--- src/rtl/bus_xbar_rr.sv ---
// Shared bus: round-robin arbitration of NUM_M masters onto one path, address
// decode to NUM_S slaves, and error completion for unmapped or silent slaves.
module bus_xbar_rr #(
    parameter int NUM_M   = 4,
    parameter int NUM_S   = 8,
    parameter int ADDR_W  = 30,
    parameter int DATA_W  = 32,
    parameter int SEL_W   = 3,
    parameter int TIMEOUT = 255
) (
    input  logic                     clk,
    input  logic                     rest,
    input  logic [NUM_M-1:0]         m_req,
    input  logic [NUM_M*ADDR_W-1:0]  m_addr,
    input  logic [NUM_M-1:0]         m_as,
    input  logic [NUM_M-1:0]         m_rw,
    input  logic [NUM_M*DATA_W-1:0]  m_wr_data,
    output logic [NUM_M-1:0]         m_grnt,
    output logic [ADDR_W-1:0]        s_addr,
    output logic                     s_as,
    output logic                     s_rw,
    output logic [DATA_W-1:0]        s_wr_data,
    output logic [NUM_S-1:0]         s_cs,
    input  logic [NUM_S*DATA_W-1:0]  s_rd_data,
    input  logic [NUM_S-1:0]         s_rdy,
    output logic [DATA_W-1:0]        bus_rd_data,
    output logic                     bus_rdy,
    output logic                     bus_err
);
    localparam int OWN_W = (NUM_M > 1) ? $clog2(NUM_M) : 1;
    localparam int CNT_W = $clog2(TIMEOUT + 1);

    typedef enum logic [1:0] {IDLE, WAIT, ERR} state_t;

    state_t             state_reg, state_next;
    logic [CNT_W-1:0]   cnt_reg, cnt_next;
    logic [OWN_W-1:0]   last_reg, win;
    logic               owner_vld_reg;
    logic [NUM_M-1:0]   grnt_reg, grnt_next;
    logic               found, arb_en;
    logic [SEL_W-1:0]   idx;
    logic               mapped, rdy_hit;

    // Two-pass scan: masters above last first, then wrap to those at or below it.
    always_comb begin
        found     = 1'b0;
        win       = '0;
        grnt_next = '0;
        for (int c = 0; c < NUM_M; c++) begin
            if (!found && m_req[c] && (c > int'(last_reg))) begin
                found        = 1'b1;
                win          = OWN_W'(c);
                grnt_next[c] = 1'b1;
            end
        end
        for (int c = 0; c < NUM_M; c++) begin
            if (!found && m_req[c] && (c <= int'(last_reg))) begin
                found        = 1'b1;
                win          = OWN_W'(c);
                grnt_next[c] = 1'b1;
            end
        end
    end

    // The grant register doubles as the owner index in one-hot form.
    assign arb_en = (!owner_vld_reg || !(|(m_req & grnt_reg))) && (state_reg == IDLE);
    assign m_grnt = grnt_reg;

    always_comb begin
        s_addr    = '0;
        s_wr_data = '0;
        for (int i = 0; i < NUM_M; i++) begin
            if (grnt_reg[i]) begin
                s_addr    = s_addr | m_addr[i*ADDR_W +: ADDR_W];
                s_wr_data = s_wr_data | m_wr_data[i*DATA_W +: DATA_W];
            end
        end
    end

    assign s_as = |(grnt_reg & m_as);
    assign s_rw = |(grnt_reg & m_rw);

    assign idx    = s_addr[ADDR_W-1 -: SEL_W];
    assign mapped = ({1'b0, idx} < (SEL_W+1)'(NUM_S));

    for (genvar gi = 0; gi < NUM_S; gi++) begin : g_cs
        assign s_cs[gi] = s_as && mapped && (state_reg != ERR) && (idx == SEL_W'(gi));
    end

    assign rdy_hit = |(s_cs & s_rdy);

    always_comb begin
        bus_rd_data = '0;
        for (int i = 0; i < NUM_S; i++) begin
            if (s_cs[i]) begin
                bus_rd_data = bus_rd_data | s_rd_data[i*DATA_W +: DATA_W];
            end
        end
    end

    always_comb begin
        state_next = state_reg;
        cnt_next   = cnt_reg;
        bus_rdy    = 1'b0;
        bus_err    = 1'b0;
        case (state_reg)
            IDLE: begin
                if (s_as) begin
                    if (!mapped) begin
                        state_next = ERR;
                    end else if (rdy_hit) begin
                        bus_rdy = 1'b1;
                    end else begin
                        state_next = WAIT;
                        cnt_next   = CNT_W'(1);
                    end
                end
            end
            WAIT: begin
                if (rdy_hit) begin
                    bus_rdy    = 1'b1;
                    state_next = IDLE;
                    cnt_next   = '0;
                end else if (!s_as) begin
                    state_next = IDLE;
                    cnt_next   = '0;
                end else if (cnt_reg == CNT_W'(TIMEOUT)) begin
                    state_next = ERR;
                    cnt_next   = '0;
                end else begin
                    cnt_next = cnt_reg + 1'b1;
                end
            end
            ERR: begin
                bus_rdy    = 1'b1;
                bus_err    = 1'b1;
                state_next = IDLE;
                cnt_next   = '0;
            end
            default: begin
                state_next = IDLE;
                cnt_next   = '0;
            end
        endcase
    end

    always_ff @(posedge clk) begin
        if (rest) begin
            state_reg     <= IDLE;
            cnt_reg       <= '0;
            grnt_reg      <= '0;
            owner_vld_reg <= 1'b0;
            last_reg      <= OWN_W'(NUM_M - 1);
        end else begin
            state_reg <= state_next;
            cnt_reg   <= cnt_next;
            if (arb_en) begin
                grnt_reg      <= grnt_next;
                owner_vld_reg <= found;
                if (found) begin
                    last_reg <= win;
                end
            end
        end
    end
endmodule

--- config.mk ---
export PLATFORM = sky130hd
export DESIGN_NAME = bus_xbar_rr
export DESIGN_NICKNAME = d
export VERILOG_FILES = /design/src/rtl/bus_xbar_rr.sv
export SDC_FILE = /design/constraint.sdc
export NUM_CORES = 1
export LEC_CHECK = 0
export ABC_AREA = 0
export CAP_MARGIN = 10
export CORE_AREA = 2 2 250 252
export CTS_CLUSTER_SIZE = 8
export DETAILED_ROUTE_END_ITERATION = 7
export DIE_AREA = 0 0 252 254
export HOLD_SLACK_MARGIN = 0.08
export PLACE_DENSITY = 0.41
export SYNTH_ARGS = -nofsm -noshare
export SYNTH_HDL_FRONTEND = slang
export SYNTH_SLANG_ARGS = --single-unit
--- constraint.sdc ---
create_clock -name clk -period 5.7 [get_ports clk]
set_clock_uncertainty 0.2 [all_clocks]
set_input_delay 0.855 -clock clk [delete_from_list [all_inputs] [get_ports clk]]
set_output_delay 0.855 -clock clk [all_outputs]
set_load 0.03 [all_outputs]
==> metrics.txt, run 1 <==
Area Growth Syn to Fin 197%; core box area 0.0613 mm^2; Die Width 252 um; GPL Wtd Cong 0.859; Non-Filler Instances 2,003; CTS Sinks 17; deepest clock path buffer count 2; final max-slew violation count 0; final WL 45.9 mm; CP Data Required Time 4640 ps; power per cell area 164 mW/mm^2; initial antenna violation count 9; max reg flops 8; Startpoint Class input port; most frequent cells in the layout clkdlybuf4s50_1, a22oi_1, nand2_1; gr ovfl total 0; Worst Setup Path Type input port to output port; Worst Path Max Fanout 33; Leak 4.08 nW; layout cells sized above 1 6.36%; Setup-failing EPs final 0; max cap viols 0; Worst VDD drop 0.0870 mV; unrepaired setup endpoints after global routing false; Syn Inst Count 613; Die Y 254 um; largest net degree at the start of global routing 58; placed cells 1,996; Via Count 7,803; # H-tree levels 1; violated checks design-rule violations; yosys warns 0; syn_nets 1,140; Clock Tree Root clkbuf_16; met2 Track Usage GR 22.0%; Starting Density 6.12%; Hold WC Path Type flop to flop; part of the power in registers 8.5%; number of buffers added on ports 635; top_reg_cell synth dfxtp_1; worst rel slew slack 48.8%; standard-cell rows 91; f_max 219 MHz; Synth Area per Inst 6.12 um^2; FF+latch count, synth 17; GR peak layer met2; clk_lat worst skew 250 ps; Final ANT Viol Nets 0; Fin. Hold Viols 0; Pre-Repair DR Iteration Count 8; number of flops mapped to enable cells by yosys 0; GRT Total Usage 13.0%; post-CTS setup buffer count 0; DRT iter0 DRCs 838; met1 Usage GRT 16.5%; clock slew at reported path FFs 60 ps; global-route wire length before repair 59.6 mm; Sw Pwr 0.897 mW; CTS tree built; synthesized area 0.00375 mm^2; hpwl dp 38.4 mm; sw frac 49.1%; setup_tns 0 ps; Async S/R FF share, synth 0%; critical path capture point type output port; Resize count post-CTS 0; DR WL/cell 22.9 um; Slew @ Worst Pin 767 ps; TritonCTS buffer count 3; commonest non-fill, non-tap cell in the layout clkdlybuf4s50_1; fin crit period 4560 ps; Netlist cell types 43; Critical Path AT 3510 ps; I/O pin cnt 636; vias per cell 3.90; Residual DRC 3; Final Cycle Share 80.1%; clock share of power 7.9%; met3 Resource Use GR 3.93%; sequential fraction of the synthesis area 9.08%; Combinational Power Share 83.6%; CTS Hold Buffers Added 0; nets 1,738; internal power 0.928 mW; Die Area 0.0640 mm^2; vias in the first global route 7,639; outcome complete, but fails checks
layout make-up:
type	count	area, um^2
clock inverter	1	5.00
antenna	3	7.51
fill	6919	50100
timing repair buffer	652	6510
tap	790	988
clock buffer	3	75.1
multi-input combinational	522	3150
sequential	17	345
inverter	15	56.3
cell usage after synthesis (2+ instances only):
cell      count  area [um^2]
a21o_1        2         15.0
a21oi_1      73          365
a222oi_1     31          310
a22o_1        3         26.3
a22oi_1     163         1220
a31oi_1       2         12.5
and2_1        3         18.8
and3_1        4         25.0
buf_1        12         45.0
buf_2         2         10.0
clkbuf_1     44          165
dfxtp_1      17          340
inv_1        12         45.0
inv_2         3         11.3
nand2_1     136          510
nand2b_1      3         18.8
nand3_1      37          185
nand4_1       4         25.0
nor2_1       17         63.8
nor3_1       10         50.1
o21ai_0       4         20.0
o21ai_1       4         20.0
o21bai_1      2         15.0
o221ai_1      2         17.5
o22ai_1       4         25.0
or2_2         2         12.5
final timing paths:
| kind | from | end | slack [ps] | depth (start not counted) |
|---|---|---|---|---|
| max | m_addr[88] | s_cs[5] | 1140 | 7 |
| min | cnt_reg[7] | cnt_reg[7] | 300 | 2 |
| max reg2reg | m_grnt[0] | cnt_reg[6] | 2650 | 8 |
| min reg2reg | cnt_reg[7] | cnt_reg[7] | 300 | 2 |
cell families (layout without fill, tap and decap cells):
group	after synthesis	in the layout	synth area share, %
compound gates	298	298	56.8
simple gates	220	220	25.2
buf+inv	74	671	7.68
flops	17	17	9.08
mux	2	2	0.701
fa+ha+maj	1	1	0.334
xor+xnor	1	1	0.234
other cells	0	3	0
through the flow:
stage	worst slack, ps	utilization (%)	cell area [um^2]	hold slack [ps]	total power [mW]
after CTS	1090	18.2	11100	300	1.85
after floorplan	1750	-	3750	258	0.782
after global routing	898	18.2	11100	317	1.93
after detailed placement	1100	18.0	11000	288	1.69
final	1140	18.2	11100	298	1.83
after global placement	1070	18.0	11000	278	1.70
power by group through the flow:
| stage | Sequential (mW) | Combinational (mW) | Clock, mW |
|---|---|---|---|
| finish | 0.156 | 1.53 | 0.144 |
| global placement | 0.160 | 1.54 | 0 |
| detailed placement | 0.159 | 1.53 | 0 |
| global route | 0.159 | 1.62 | 0.149 |
| floorplan | 0.144 | 0.638 | 0 |
| CTS | 0.157 | 1.54 | 0.146 |
worst max-delay path: stages:
cell and delay (ps):
clkdlybuf4s50_1 390, a22o_1 270, a221oi_2 290, nand2_1 230, nor3_2 200, buf_4 460, clkdlybuf4s50_1 780
metal layers:
metal	up-vias	share of wire [%]	routed length, um
met4	8	1.2	550
met2	445	48	22000
li1	3611	-	-
met3	26	10	4680
met5	-	0.10	47
met1	3713	40	18600
Note: power is estimated with default switching activity, not from simulation.
==> run 2, diff against run 1 <==
--- a/config.mk
+++ b/config.mk
@@ -7,12 +7,12 @@
 export LEC_CHECK = 0
 export ABC_AREA = 0
 export CAP_MARGIN = 10
-export CORE_AREA = 2 2 250 252
+export CORE_AREA = 2 2 246 248
 export CTS_CLUSTER_SIZE = 8
 export DETAILED_ROUTE_END_ITERATION = 7
-export DIE_AREA = 0 0 252 254
+export DIE_AREA = 0 0 248 250
 export HOLD_SLACK_MARGIN = 0.08
-export PLACE_DENSITY = 0.41
+export PLACE_DENSITY = 0.42
 export SYNTH_ARGS = -nofsm -noshare
 export SYNTH_HDL_FRONTEND = slang
 export SYNTH_SLANG_ARGS = --single-unit
==> constraint.sdc (replaced) <==
create_clock -name clk -period 4.3 [get_ports clk]
set_clock_uncertainty 0.2 [all_clocks]
set_input_delay 0.645 -clock clk [delete_from_list [all_inputs] [get_ports clk]]
set_output_delay 0.645 -clock clk [all_outputs]
set_load 0.03 [all_outputs]
==> run 2 against run 1 <==
Against the previous run:
- sequential share of layout area hardly changed
- global-route usage up 0.38 points
- total power rose by 33%
- non-clock buffer count up 2
- sequential power rose by 21%
- the run now ends clean
==> metrics.txt, run 2 (same netlist as run 1, synthesis figures left out) <==
outcome completed; final max-slew violation count 0 (unchanged); clock share of power 7.9% (about the same); deepest clock path buffer count 2 (unchanged); Die Area 0.0620 mm^2 (-3.1%); # fillers 6,686 (-3.4%); vias per cell 3.83 (-1.7%); Setup-failing EPs final 0 (unchanged); f_max 238 MHz; Clock Tree Root clkbuf_16; Die Width 248 um (-1.6%); largest net degree at the start of global routing 62 (+6.9%); max cap viols 0 (unchanged); Combinational Power Share 84.4% (+0.8 points); CTS Hold Buffers Added 0 (unchanged); CTS tree built; Register-to-Register Setup Slack 1570 ps (-1080 ps); clock slew at reported path FFs 50 ps (about the same); Final ANT Viol Nets 0 (unchanged); DRT iter0 DRCs 661 (-21%); worst path cell trace clkdlybuf4s50_1, a22o_1, nor2_4, buf_4, nor3_2, buf_12, a222oi_1, nand3_1, buf_12; commonest non-fill, non-tap cell in the layout clkdlybuf4s50_1; clk_lat worst skew 250 ps (about the same); Leak 4.12 nW (+0.93%); WHS Path Cells 2 (unchanged); global-route wire length before repair 59.4 mm (-0.24%); Final Cycle Share 97.6%; launching point of the worst reg2reg path m_grnt[2]; vias in the first global route 7,739 (+1.3%); Top delay family on crit path buffers and inverters; Place WS 131 ps (-966 ps); worst rel slew slack 44.3% (-4.6 points); Resize count post-CTS 0 (unchanged); hold endpoint cnt_reg[1]; critical path capture point type output port; min setup slack post-route 105 ps (-1030 ps); Worst Reg-to-Reg Cells 9 (+1); Crit path depth 9 (+2); most frequent cells in the layout clkdlybuf4s50_1, a22oi_1, nand2_1; internal power 1.26 mW (+36%); Sw Pwr 1.18 mW (+31%); Die Y 250 um (-1.6%); Critical Path AT 3350 ps (-160 ps); DR WL/cell 22.8 um (-0.54%); TritonCTS buffer count 3 (unchanged); Pre-Repair DR Iteration Count 8 (unchanged); GRT Total Usage 13.4% (+0.38 points); Startpoint Class input port; Residual DRC 0 (-3); number of buffers added on ports 635 (unchanged); Bufs and invs on worst path 4 (+1); CTS Sinks 17 (unchanged); Worst VDD drop 0.135 mV (+55%); Via Count 7,643 (-2.1%); standard-cell rows 90 (-1.1%); post-CTS setup buffer count 0 (unchanged); GPL Wtd Cong 0.868 (+1.1%); CP Data Required Time 3450 ps (-1190 ps); Hold WC Path Type flop to flop; core box area 0.0596 mm^2 (-2.8%); Worst Setup Path Type input port to output port; layout cells sized above 1 6.60% (+0.24 points); CP peak stage delay 610 ps (-170 ps); initial antenna violation count 10 (+1); sw frac 48.3% (-0.84 points); setup_tns 0 ps (unchanged); Fin. Hold Viols 0 (unchanged); power per cell area 217 mW/mm^2 (+32%); unrepaired setup endpoints after global routing false; gr ovfl total 0 (unchanged); R2R Path End last_reg[0]; Starting Density 6.29% (+0.17 points); nets 1,740 (+0.12%); hpwl dp 38.2 mm (-0.66%); # H-tree levels 1 (unchanged); fin crit period 4190 ps; I/O pin cnt 636 (unchanged); max reg flops 8 (unchanged); CP max-delay cell a222oi_1; Slew @ Worst Pin 836 ps (+68.8 ps); final WL 45.5 mm (-0.93%); hold_sp cnt_reg[1]; Worst Path Max Fanout 33 (unchanged); part of the power in registers 7.7% (-0.8 points); Area Growth Syn to Fin 200%; most frequent CP cell buf_12
[run 2: changes by cell type in the layout (fill, tap and decap cells not counted)]
cell / delta
buf_12: +8
buf_4: -5
diode_2: -2
clkdlybuf4s50_1: -1
[run 2: metrics by stage]
| step | std cells | power [mW] | utilization (%) | hold slack, ps | cell area (um^2) |
|---|---|---|---|---|---|
| finish | 1995 | 2.43 | 18.9 | 293 | 11200 |
| global route | 1994 | 2.58 | 18.9 | 306 | 11200 |
| CTS | 1994 | 2.46 | 18.9 | 294 | 11200 |
| detailed placement | 1990 | 2.26 | 18.7 | 286 | 11200 |
| global placement | 1990 | 2.26 | 18.7 | 274 | 11200 |
| floorplan | 613 | 1.04 | - | 258 | 3750 |
[run 2: power groups by stage]
| stage | clock network [mW] | logic (mW) | registers (mW) |
|---|---|---|---|
| floorplan | 0 | 0.846 | 0.191 |
| global placement | 0 | 2.07 | 0.191 |
| detailed placement | 0 | 2.07 | 0.191 |
| CTS | 0.195 | 2.08 | 0.188 |
| global route | 0.203 | 2.18 | 0.189 |
| finish | 0.192 | 2.05 | 0.188 |
[run 2: worst max-delay path by stage]
stage                    start              end  slack (ps)
floorplan            m_grnt[2]  bus_rd_data[22]         740
global placement    m_addr[87]   bus_rd_data[1]           1
detailed placement  m_addr[87]   bus_rd_data[1]         130
CTS                 m_addr[87]   bus_rd_data[1]          90
global route        m_addr[87]          bus_rdy          60
finish              m_addr[87]   bus_rd_data[1]         110
[run 2: tightest hold or removal path: stages, from the launching register on]
cell,delay [ps]
dfxtp_1,330
inv_1,60
o32ai_1,50
[run 2: metal layers]
layer	GRT usage, %	share of wire (%)
met5	0	0.14
met2	23.8	49
met3	3.51	8.8
met4	0.804	0.53
met1	16.8	42
[run 2: final cells by class]
type | instances | area (um^2) | area share [%]
Clock inverter | 1 | 5.00 | 0.0445
Timing Repair Buffer | 654 | 6620 | 58.9
Sequential cell | 17 | 345 | 3.07
Tap cell | 782 | 978 | 8.71
Inverter | 15 | 56.3 | 0.501
Multi-Input combinational cell | 522 | 3150 | 28.0
Antenna cell | 1 | 2.50 | 0.0223
Clock buffer | 3 | 75.1 | 0.668
